File: src/rtl/intf_rr_arbiter.sv
// Round-robin arbiter granting one shared interface slot to one of N_REQ requesters.
// Optional INTF_RR_ARBITER_GAP_EN inserts a one-cycle dead GAP state between ownerships.
module intf_rr_arbiter #(
  parameter int N_REQ    = 4,
  parameter int HOLD_MAX = 8
) (
  input  logic                     clk,
  input  logic                     rst,
  input  logic [N_REQ-1:0]         req,
  input  logic [N_REQ-1:0]         done,
  output logic [N_REQ-1:0]         gnt,
  output logic [$clog2(N_REQ)-1:0] gnt_idx,
  output logic                     busy,
  output logic                     preempt
);

  localparam int IW = $clog2(N_REQ);
  localparam int CW = (HOLD_MAX > 0) ? $clog2(HOLD_MAX + 1) : 1;
  localparam logic [IW-1:0] LAST_IDX = IW'(N_REQ - 1);

  typedef enum logic [1:0] {
    S_IDLE,
`ifdef INTF_RR_ARBITER_GAP_EN
    S_GAP,
`endif
    S_OWN
  } state_t;

  state_t            state, state_n;
  logic [N_REQ-1:0]  gnt_n;
  logic [IW-1:0]     idx_n;
  logic [CW-1:0]     cnt, cnt_n;
  logic              pre_n;
  logic              rel_a, rel_b, rel_c, rel_any;
  logic [N_REQ-1:0]  cand;
  logic              found;
  logic [IW-1:0]     pick;
  logic [N_REQ-1:0]  pick_oh;
`ifdef INTF_RR_ARBITER_GAP_EN
  logic [IW-1:0]     pend, pend_n;
  logic [N_REQ-1:0]  pend_oh;
`endif

  always_comb begin
    rel_a   = done[gnt_idx];
    rel_b   = !req[gnt_idx];
    rel_c   = (HOLD_MAX > 0) && (cnt == CW'(HOLD_MAX));
    rel_any = (state == S_OWN) && (rel_a || rel_b || rel_c);
    // A timeout alone leaves the owner eligible so a sole requester regains the grant.
    cand = req;
    if (state == S_OWN && (rel_a || rel_b)) cand[gnt_idx] = 1'b0;
    found = 1'b0;
    pick  = gnt_idx;
    for (int unsigned k = 1; k <= N_REQ; k++) begin
      int unsigned pos;
      pos = (int'(gnt_idx) + k) % N_REQ;
      if (!found && cand[pos]) begin
        found = 1'b1;
        pick  = IW'(pos);
      end
    end
    pick_oh       = '0;
    pick_oh[pick] = 1'b1;
  end

  always_comb begin
    state_n = state;
    gnt_n   = gnt;
    idx_n   = gnt_idx;
    cnt_n   = cnt;
    pre_n   = 1'b0;
`ifdef INTF_RR_ARBITER_GAP_EN
    pend_n        = pend;
    pend_oh       = '0;
    pend_oh[pend] = 1'b1;
`endif
    case (state)
      S_IDLE: begin
        if (found) begin
          state_n = S_OWN;
          gnt_n   = pick_oh;
          idx_n   = pick;
          cnt_n   = CW'(1);
        end
      end
      S_OWN: begin
        if (rel_any) begin
          pre_n = rel_c && !rel_a && !rel_b;
          if (!found) begin
            state_n = S_IDLE;
            gnt_n   = '0;
          end else begin
`ifdef INTF_RR_ARBITER_GAP_EN
            state_n = S_GAP;
            gnt_n   = '0;
            pend_n  = pick;
`else
            gnt_n   = pick_oh;
            idx_n   = pick;
            cnt_n   = CW'(1);
`endif
          end
        end else if (HOLD_MAX > 0) begin
          cnt_n = cnt + CW'(1);
        end
      end
`ifdef INTF_RR_ARBITER_GAP_EN
      S_GAP: begin
        state_n = S_OWN;
        gnt_n   = pend_oh;
        idx_n   = pend;
        cnt_n   = CW'(1);
      end
`endif
      default: begin
        state_n = S_IDLE;
        gnt_n   = '0;
      end
    endcase
  end

  always_ff @(posedge clk) begin
    if (rst) begin
      state   <= S_IDLE;
      gnt     <= '0;
      gnt_idx <= LAST_IDX;
      busy    <= 1'b0;
      preempt <= 1'b0;
      cnt     <= '0;
`ifdef INTF_RR_ARBITER_GAP_EN
      pend    <= LAST_IDX;
`endif
    end else begin
      state   <= state_n;
      gnt     <= gnt_n;
      gnt_idx <= idx_n;
      busy    <= |gnt_n;
      preempt <= pre_n;
      cnt     <= cnt_n;
`ifdef INTF_RR_ARBITER_GAP_EN
      pend    <= pend_n;
`endif
    end
  end

endmodule

File: config.mk
export PLATFORM = sky130hd
export DESIGN_NAME = intf_rr_arbiter
export DESIGN_NICKNAME = d
export VERILOG_FILES = /design/src/rtl/intf_rr_arbiter.sv
export SDC_FILE = /design/constraint.sdc
export NUM_CORES = 1
export LEC_CHECK = 0
export BUFFER_PORTS_ARGS = -buffer_cell sky130_fd_sc_hd__buf_4
export CELL_PAD_IN_SITES_DETAIL_PLACEMENT = 1
export CELL_PAD_IN_SITES_GLOBAL_PLACEMENT = 1
export CORE_ASPECT_RATIO = 1.25
export CORE_UTILIZATION = 39
export CTS_CLUSTER_SIZE = 20
export DETAILED_ROUTE_END_ITERATION = 7
export PLACE_DENSITY_LB_ADDON = 0.12
export SYNTH_ARGS = -nofsm -noshare
export SYNTH_HDL_FRONTEND = slang
export SYNTH_SLANG_ARGS = --single-unit
File: constraint.sdc
create_clock -name clk -period 3.4 [get_ports clk]
set_clock_uncertainty 0.2 [all_clocks]
set_input_delay 0.17 -clock clk [delete_from_list [all_inputs] [get_ports clk]]
set_output_delay 0.17 -clock clk [all_outputs]
set_load 0.05 [all_outputs]
==> impl_results.md, run 1 <==
- Status: finished, final reports clean
- Required @ worst endpoint: 3420 ps
- Core Area: 2235 um2
- H-tree depth reported by CTS: 1
- Post-synth EDFFs: 0
- Vias in the first global route: 971
- CTS tree: built
- Initial core utilization: 41.88%
- Synth area leaders: dfxtp_1 28%, ha_1 8.0%, a21oi_1 4.8%
- Worst VDD drop: 573.6 uV
- Kind of critical path: reg2reg
- Drt pass-1 iters: 4
- Crit path capture type: flop
- Die Y-Extent: 56.77 um
- # rows: 19
- Startpoint Class: flop
- Inserted Diodes: 0
- Syn Inst Count: 115
- Global route overflow: 0
- Hold Path Class: in2reg
- Post-DRT Antenna Nets: 0
- Non-filler cells, final: 164
- Synthesized cell area: 935.9 um2
- Layout cell share with drive strength beyond 1: 20.30%
- Placed Instances: 159
- Most common flop cell mapped by yosys: dfxtp_1
- PostCTS Resize Cnt: 0
- Total GRT Usage: 22.05%
- Max Slew Vio Count: 0
- Commonest non-fill, non-tap cell in the layout: buf_4
- Fin. Hold Viols: 0
- Initial antenna violation count: 0
- Final setup margin: 518.8 ps
- Starting DRC count in detailed routing: 12
- Die area: 2601 um2
- I/O pin total: 18
- Peak Freq: 347.1 MHz
- Max stage delay on crit path: 590 ps
- # hold bufs at CTS: 1
- Crit path max fanout: 13
- Leakage: 0.4571 nW
- HPWL after DPL: 1942 um
- Worst path arrival time: 2900 ps
- Normalized max-slew margin: 66.34%
- CTS root buf: clkbuf_4
- DRC Markers: 0
- Final #Nets: 150
- Async SR Flop Fraction: 0%
- Gpl congestion: 0.8775
- DR vias/cell: 5.866
- Die W: 45.82 um
- Post-synth cell types: 43
- Syn Nets: 131
- Finish-stage setup viols: 0
- Share of the yosys chip area belonging to registers: 27.81%
- Power density cells: 815.0 nW/um2
- Vias: 962
- Total negative setup slack: 0 ps
- Post-CTS setup repair buffer count: 0
- Sink Count: 13
- Commonest cells after routing, fill and taps aside: 18 x buf_4, 13 x dfxtp_1, 11 x nand2_1
- Pin count of the biggest net entering global routing: 17
- CP max-delay cell: dfxtp_1
- Clk Latency, worst-skew pair: 270 ps
- Cell taking the most area after synthesis: dfxtp_1
- Pre-CTS WS: 527.6 ps
- Max clock buf depth: 2
- CTS Buf Count: 3
- Synth top area share: 27.81%
- Cells along the critical path: inv_1 > mux4_2 > o21ai_0 > a221o_1 > a211oi_1 > nor4b_2 > a32o_1
- Power Total: 0.9178 mW
- DR WL/cell: 15.25 um
- First-pass GRT wire length: 4229 um
- Synth Register Bits: 13
- RSZ-0062 raised after global routing: no
- Worst-Margin Slew: 503.6 ps
- Syn_area_per_cell: 8.138 um2
- Period utilisation layout: 84.74%
- Area Overhead vs Synth: 20.32%
- Synth Warn #: 0
- Clock slew at reported path FFs: 80 ps
- Number of buffers added on ports: 17
- Final min period: 2881 ps
- Layout fillers: 294
- DRT Wirelength: 2501 um
- Max Cap Violations: 0
[cells in the mapped netlist, drive strengths merged (2+ instances only)]
master    n
dfxtp    13
a32o      2
nand3     4
nand2    11
nor3      2
nand2b    2
nor2      8
nor2b     7
and3      2
o211ai    2
clkbuf    4
ha        6
a21oi     9
o21ai     7
a211oi    2
a22oi     3
o2bb2ai   2
inv       6
nor4      2
[state kept, by name, summed over array words and instances, names as in the netlist]
name     count
cnt          4
gnt          4
gnt_idx      2
busy         1
preempt      1
state        1
[logic make-up (layout without fill, tap and decap cells)]
family / count (synthesis) / after routing / synth area share (%)
AO/OA/AOI/OAI: 40 / 40 / 31.15
adder cells (fa/ha/maj): 6 / 6 / 8.021
buffers and inverters: 11 / 29 / 4.544
flip-flops: 13 / 13 / 27.81
multiplexers: 2 / 2 / 3.476
AND/OR/NAND/NOR: 43 / 43 / 25.00
[routing by layer]
metal | track usage, % | up-vias | routed length (um)
met1 | 24.21 | 465 | 1099
met5 | 0 | - | 0
met4 | 9.664 | 0 | 51
li1 | - | 473 | -
met2 | 40.20 | 20 | 1286
met3 | 2.251 | 4 | 64
[path summary, 6_finish.rpt]
| kind | start | endpoint | slack, ps | cells past startpoint |
|---|---|---|---|---|
| max | gnt_idx[1] | gnt[2] | 520 | 7 |
| min | req[3] | cnt[3] | 210 | 4 |
| max reg2reg | gnt_idx[1] | gnt[2] | 520 | 7 |
| min reg2reg | cnt[2] | cnt[2] | 290 | 2 |
[power by group]
group          internal, mW  switching, mW  total (mW)  leakage (nW)
logic                 0.208          0.376       0.584         0.335
registers             0.191         0.0481       0.239         0.107
clock network        0.0454         0.0494      0.0948        0.0150
[critical path: cells and delay by family, from the launching register on]
kind,cells,cell delay [ps]
AO/OA/AOI/OAI,4,820
flip-flops,1,590
AND/OR/NAND/NOR,1,530
multiplexers,1,460
buffers and inverters,1,230
[final cells by class]
type / instances / area [um2] / share of cell area (%)
multi-input cells: 91 / 633.1 / 56.22
flip-flops and latches: 13 / 260.3 / 23.11
repair buffers: 19 / 145.1 / 12.89
well taps: 31 / 38.79 / 3.444
clock buffers: 4 / 26.28 / 2.333
inverters: 6 / 22.52 / 2.000
[metrics by stage]
| stage | instance area [um2] | hold WS [ps] | util (%) |
|---|---|---|---|
| finish | 1126 | 210.8 | 50.39 |
| global route | 1126 | 243.0 | 50.39 |
| CTS | 1126 | 201.4 | 50.39 |
| detailed placement | 1090 | 256.9 | 48.77 |
| global placement | 1090 | 251.0 | 48.77 |
| floorplan | 935.9 | 53.55 | - |
No activity file was read; power rests on OpenSTA's default activity.
==> run 2: changes to the inputs <==
Settings changed: CORE_UTILIZATION 39 to 35.
Clock period 3.4 ns to 2.51 ns, I/O delays scaled along.
==> impl_results.md, run 2 (same netlist as run 1, synthesis figures left out) <==
- RSZ-0062 raised after global routing: no (unchanged)
- Kind of critical path: reg2reg (unchanged)
- Gpl congestion: 0.8730 (was 0.8775)
- Drt pass-1 iters: 4 (unchanged)
- Clock slew at reported path FFs: 80 ps (about the same)
- Max Cap Violations: 0 (unchanged)
- Final #Nets: 159 (was 150)
- CTS root buf: clkbuf_4 (unchanged)
- Total negative setup slack: 0 ps (unchanged)
- Commonest cells after routing, fill and taps aside: 26 x buf_4, 11 x nand2_1, 11 x dfxtp_1 (was 18 x buf_4, 13 x dfxtp_1, 11 x nand2_1)
- H-tree depth reported by CTS: 1 (unchanged)
- Starting DRC count in detailed routing: 17 (was 12)
- DR vias/cell: 5.783 (was 5.866)
- Worst hold slack: 237.5 ps (was 210.8 ps)
- Post-DRT Antenna Nets: 0 (unchanged)
- Period utilisation layout: 95.98% (was 84.74%)
- Crit path max fanout: 6 (was 13)
- Inserted Diodes: 0 (unchanged)
- Initial core utilization: 37.78% (was 41.88%)
- DRT Wirelength: 2766 um (was 2501 um)
- Layout cell share with drive strength beyond 1: 28.17% (was 20.30%)
- Largest delay contributor family on the critical path: compound AO/OA/AOI/OAI gates (unchanged)
- Hold Path Class: in2reg (unchanged)
- WL met1: 1181 um (was 1099 um)
- Core Area: 2477 um2 (was 2235 um2)
- Peak Freq: 415.1 MHz (was 347.1 MHz)
- # rows: 20 (was 19)
- Worst Path Buf+Inv: 1 (unchanged)
- Die area: 2886 um2 (was 2601 um2)
- Met3 Wirelength: 77 um (was 64 um)
- Placed cell areas: 1171 um2 (was 1090 um2)
- Total GRT Usage: 20.85% (was 22.05%)
- Initial antenna violation count: 0 (unchanged)
- Power density cells: 1116 nW/um2 (was 815.0 nW/um2)
- Final min period: 2409 ps (was 2881 ps)
- Max Slew Vio Count: 0 (unchanged)
- DRC Markers: 0 (unchanged)
- Status: finished, final reports clean (unchanged)
- Area Overhead vs Synth: 32.75% (was 20.32%)
- HPWL after DPL: 2002 um (was 1942 um)
- Fin. Hold Viols: 0 (unchanged)
- Startpoint Class: flop (unchanged)
- Finish-stage setup viols: 0 (unchanged)
- Die Y-Extent: 59.82 um (was 56.77 um)
- Uppermost layer routed: met4 (unchanged)
- Vias in the first global route: 990 (was 971)
- Largest registers: cnt x4, gnt x4, gnt_idx x2 (unchanged)
- Number of buffers added on ports: 17 (unchanged)
- I/O pin total: 18 (unchanged)
- Power Total: 1.386 mW (was 0.9178 mW)
- Normalized max-slew margin: 69.81% (was 66.34%)
- Worst-Margin Slew: 448.7 ps (was 503.6 ps)
- Max clock buf depth: 2 (unchanged)
- Die W: 48.25 um (was 45.82 um)
- Worst VDD drop: 576.5 uV (was 573.6 uV)
- Required @ worst endpoint: 2530 ps (was 3420 ps)
- Sink Count: 13 (unchanged)
- CTS Buf Count: 3 (unchanged)
- First-pass GRT wire length: 4264 um (was 4229 um)
- Max stage delay on crit path: 600 ps (was 590 ps)
- Global route overflow: 0 (unchanged)
- Leakage: 0.5168 nW (was 0.4571 nW)
- Pin count of the biggest net entering global routing: 17 (unchanged)
- Post-CTS setup repair buffer count: 0 (unchanged)
- CP max-delay cell: mux4_2 (was dfxtp_1)
- Commonest non-fill, non-tap cell in the layout: buf_4 (unchanged)
- CTS tree: built (unchanged)
- Worst path arrival time: 2430 ps (was 2900 ps)
- Clk Latency, worst-skew pair: 290 ps (was 270 ps)
- Vias: 1012 (was 962)
- DR WL/cell: 15.81 um (was 15.25 um)
- Crit path capture type: flop (unchanged)
- Cells along the critical path: inv_4 > mux4_2 > o21ai_4 > o221ai_1 > a32o_1 > or3_1 > o2bb2ai_1 (was inv_1 > mux4_2 > o21ai_0 > a221o_1 > a211oi_1 > nor4b_2 > a32o_1)
- Met2 WL: 1439 um (was 1286 um)
- Fin area: 1242 um2 (was 1126 um2)
-- run 2: worst paths after layout --
path / to / depth (start not counted) / slack [ps] / startpoint
worst max-delay path: gnt[1] / 7 / 100 / gnt_idx[0]
worst min-delay path: cnt[3] / 5 / 240 / req[3]
worst max register to register: gnt[1] / 7 / 100 / gnt_idx[0]
worst min register to register: cnt[2] / 2 / 290 / cnt[2]
-- run 2: routing by layer --
layer / vias up / GRT usage [%]
met5: - / 0
met4: 0 / 8.730
met3: 6 / 2.719
met2: 23 / 37.33
met1: 491 / 23.33
li1: 492 / -
-- run 2: final cells by class --
class / instances / area [um2]
Inverter: 6 / 25.02
Clock buffer: 4 / 26.28
Multi-Input combinational cell: 92 / 679.4
Tap cell: 33 / 41.29
Fill cell: 309 / 1235
Timing Repair Buffer: 27 / 205.2
Sequential cell: 13 / 265.3
-- run 2: timing repair --
action | CTS | global route
hold buffers | 1 | 0
resized for setup | 0 | 5
endpoints found under the setup margin | 0 | 5
endpoints found under the hold margin | 8 | 0
-- run 2: worst min-delay path, stage by stage --
cell	delay, ps
buf_4	120
o21ai_4	80
nand4_2	110
buf_4	150
a311oi_1	80
-- run 2: through the flow --
step	instances	worst slack, ps	utilization, %
detailed placement	169	34.61	47.27
global route	175	18.31	50.15
floorplan	115	41.02	-
CTS	174	28.44	48.74
finish	175	101.0	50.15
global placement	169	124.5	47.27
-- run 2: power breakdown --
group	internal [mW]	switching (mW)	total, mW
combinational	0.372	0.574	0.946
sequential	0.265	0.0417	0.306
clock	0.0619	0.0725	0.134
==> run 3: changes to the inputs <==
Settings changed: CELL_PAD_IN_SITES_DETAIL_PLACEMENT 1 to unset, CELL_PAD_IN_SITES_GLOBAL_PLACEMENT 1 to unset, CORE_UTILIZATION 35 to 51, CTS_BUF_LIST set to sky130_fd_sc_hd__clkbuf_2 sky130_fd_sc_hd__clkbuf_4 sky130_fd_sc_hd__clkbuf_8.
==> impl_results.md, run 3 (same netlist as run 1, synthesis figures left out) <==
- Status: finished, final reports clean (unchanged)
- Vias in the first global route: 875 (was 990)
- Layout cell share with drive strength beyond 1: 29.50% (was 28.17%)
- Die W: 40.32 um (was 48.25 um)
- Commonest non-fill, non-tap cell in the layout: buf_4 (unchanged)
- Inserted Diodes: 0 (unchanged)
- Worst-Margin Slew: 488.9 ps (was 448.7 ps)
- Crit path max fanout: 7 (was 6)
- Peak Freq: 414.3 MHz (was 415.1 MHz)
- CTS tree: built (unchanged)
- Leakage: 0.5057 nW (was 0.5168 nW)
- Clock slew at reported path FFs: 80 ps (about the same)
- Final min period: 2413 ps (was 2409 ps)
- DRT Wirelength: 2301 um (was 2766 um)
- Area Overhead vs Synth: 27.54% (was 32.75%)
- Kind of critical path: reg2reg (unchanged)
- Total GRT Usage: 24.89% (was 20.85%)
- Initial antenna violation count: 0 (unchanged)
- Final #Nets: 156 (was 159)
- Hold Path Class: in2reg (unchanged)
- Global route overflow: 0 (unchanged)
- DRC Markers: 0 (unchanged)
- Max stage delay on crit path: 600 ps (about the same)
- CTS Buf Count: 3 (unchanged)
- Period utilisation layout: 96.16% (was 95.98%)
- Die Y-Extent: 49.90 um (was 59.82 um)
- Initial core utilization: 57.01% (was 37.78%)
- CTS root buf: clkbuf_4 (unchanged)
- Post-DRT Antenna Nets: 0 (unchanged)
- Max Cap Violations: 0 (unchanged)
- Pin count of the biggest net entering global routing: 17 (unchanged)
- Final setup margin: 96.50 ps (was 101.0 ps)
- DR vias/cell: 6.178 (was 5.783)
- Clk Latency, worst-skew pair: 270 ps (was 290 ps)
- Startpoint Class: flop (unchanged)
- Starting DRC count in detailed routing: 23 (was 17)
- Crit path capture type: flop (unchanged)
- Pre-CTS WS: 57.36 ps (was 34.61 ps)
- CP max-delay cell: mux4_2 (unchanged)
- Required @ worst endpoint: 2520 ps (was 2530 ps)
- First-pass GRT wire length: 3601 um (was 4264 um)
- Gpl congestion: 0.7857 (was 0.8730)
- Layout fillers: 138 (was 309)
- # rows: 16 (was 20)
- Largest registers: cnt x4, gnt x4, gnt_idx x2 (unchanged)
- DR WL/cell: 14.66 um (was 15.81 um)
- Cells along the critical path: inv_4 > mux4_2 > o21ai_4 > o221ai_1 > a32o_2 > or3_1 > o2bb2ai_2 (was inv_4 > mux4_2 > o21ai_4 > o221ai_1 > a32o_1 > or3_1 > o2bb2ai_1)
- H-tree depth reported by CTS: 1 (unchanged)
- Worst path arrival time: 2420 ps (was 2430 ps)
- Commonest cells after routing, fill and taps aside: 24 x buf_4, 11 x nand2_1, 11 x dfxtp_1 (was 26 x buf_4, 11 x nand2_1, 11 x dfxtp_1)
- Worst VDD drop: 889.2 uV (was 576.5 uV)
- HPWL after DPL: 1738 um (was 2002 um)
- Fin. Hold Viols: 0 (unchanged)
- I/O pin total: 18 (unchanged)
- Sink Count: 13 (unchanged)
- Util after Layout: 72.71% (was 50.15%)
- Finish-stage setup viols: 0 (unchanged)
- Vias: 970 (was 1012)
- Number of buffers added on ports: 17 (unchanged)
- Die area: 2012 um2 (was 2886 um2)
- Power density cells: 1143 nW/um2 (was 1116 nW/um2)
- Power Total: 1.364 mW (was 1.386 mW)
- Max clock buf depth: 2 (unchanged)
- Core Area: 1642 um2 (was 2477 um2)
- Worst hold slack: 189.8 ps (was 237.5 ps)
- Drt pass-1 iters: 4 (unchanged)
- Normalized max-slew margin: 67.11% (was 69.81%)
- Max Slew Vio Count: 0 (unchanged)
run 3: cell count changes in the layout (fill, tap and decap cells not counted), sizes merged:
cell  previous run  this run
buf             26        24
mux4             2         1
run 3: worst paths after layout:
kind                                  from          to  slack (ps)  depth (start not counted)
worst max register to register  gnt_idx[0]      gnt[1]         100                          7
worst max-delay path            gnt_idx[0]      gnt[1]         100                          7
worst min-delay path                req[2]  gnt_idx[1]         190                          4
worst min register to register      cnt[2]      cnt[2]         280                          2
run 3: timing repair:
item	in CTS	in global routing
buffers inserted	0	1
hold buffers	1	0
setup endpoints to repair	0	4
gates resized for setup	0	5
endpoints found under the hold margin	8	0
run 3: layout make-up:
type / count / area, um2 / area share (%)
multi-input combinational: 91 / 660.6 / 55.35
sequential: 13 / 265.3 / 22.22
timing repair buffer: 25 / 190.2 / 15.93
clock buffer: 4 / 30.03 / 2.516
inverter: 6 / 25.02 / 2.096
tap: 18 / 22.52 / 1.887
run 3: metal layers:
metal	wire [um]	global-route usage (%)
met5	0	0
met4	67	11.67
met3	77	2.703
met2	1175	44.89
met1	980	26.48
run 3: per-stage QoR:
step                      std cells  instance area (um2)  TNS, ps
after floorplan                 115                955.9        0
after global placement          151                 1130        0
after detailed placement        151                 1130        0
after CTS                       156                 1170        0
after global routing            157                 1194   -36.27
final                           157                 1194        0
run 3: critical path: cells and delay by family, from the launching register on:
family,cells,cell delay [ps]
buffers and inverters,1,70
multiplexers,1,600
AND/OR/NAND/NOR,1,340
AO/OA/AOI/OAI,4,800
flip-flops,1,340
run 3: where the power goes:
part | switching (mW) | internal, mW | leakage (nW)
sequential | 0.0431 | 0.265 | 0.107
combinational | 0.561 | 0.357 | 0.380
clock | 0.0658 | 0.0723 | 0.0184
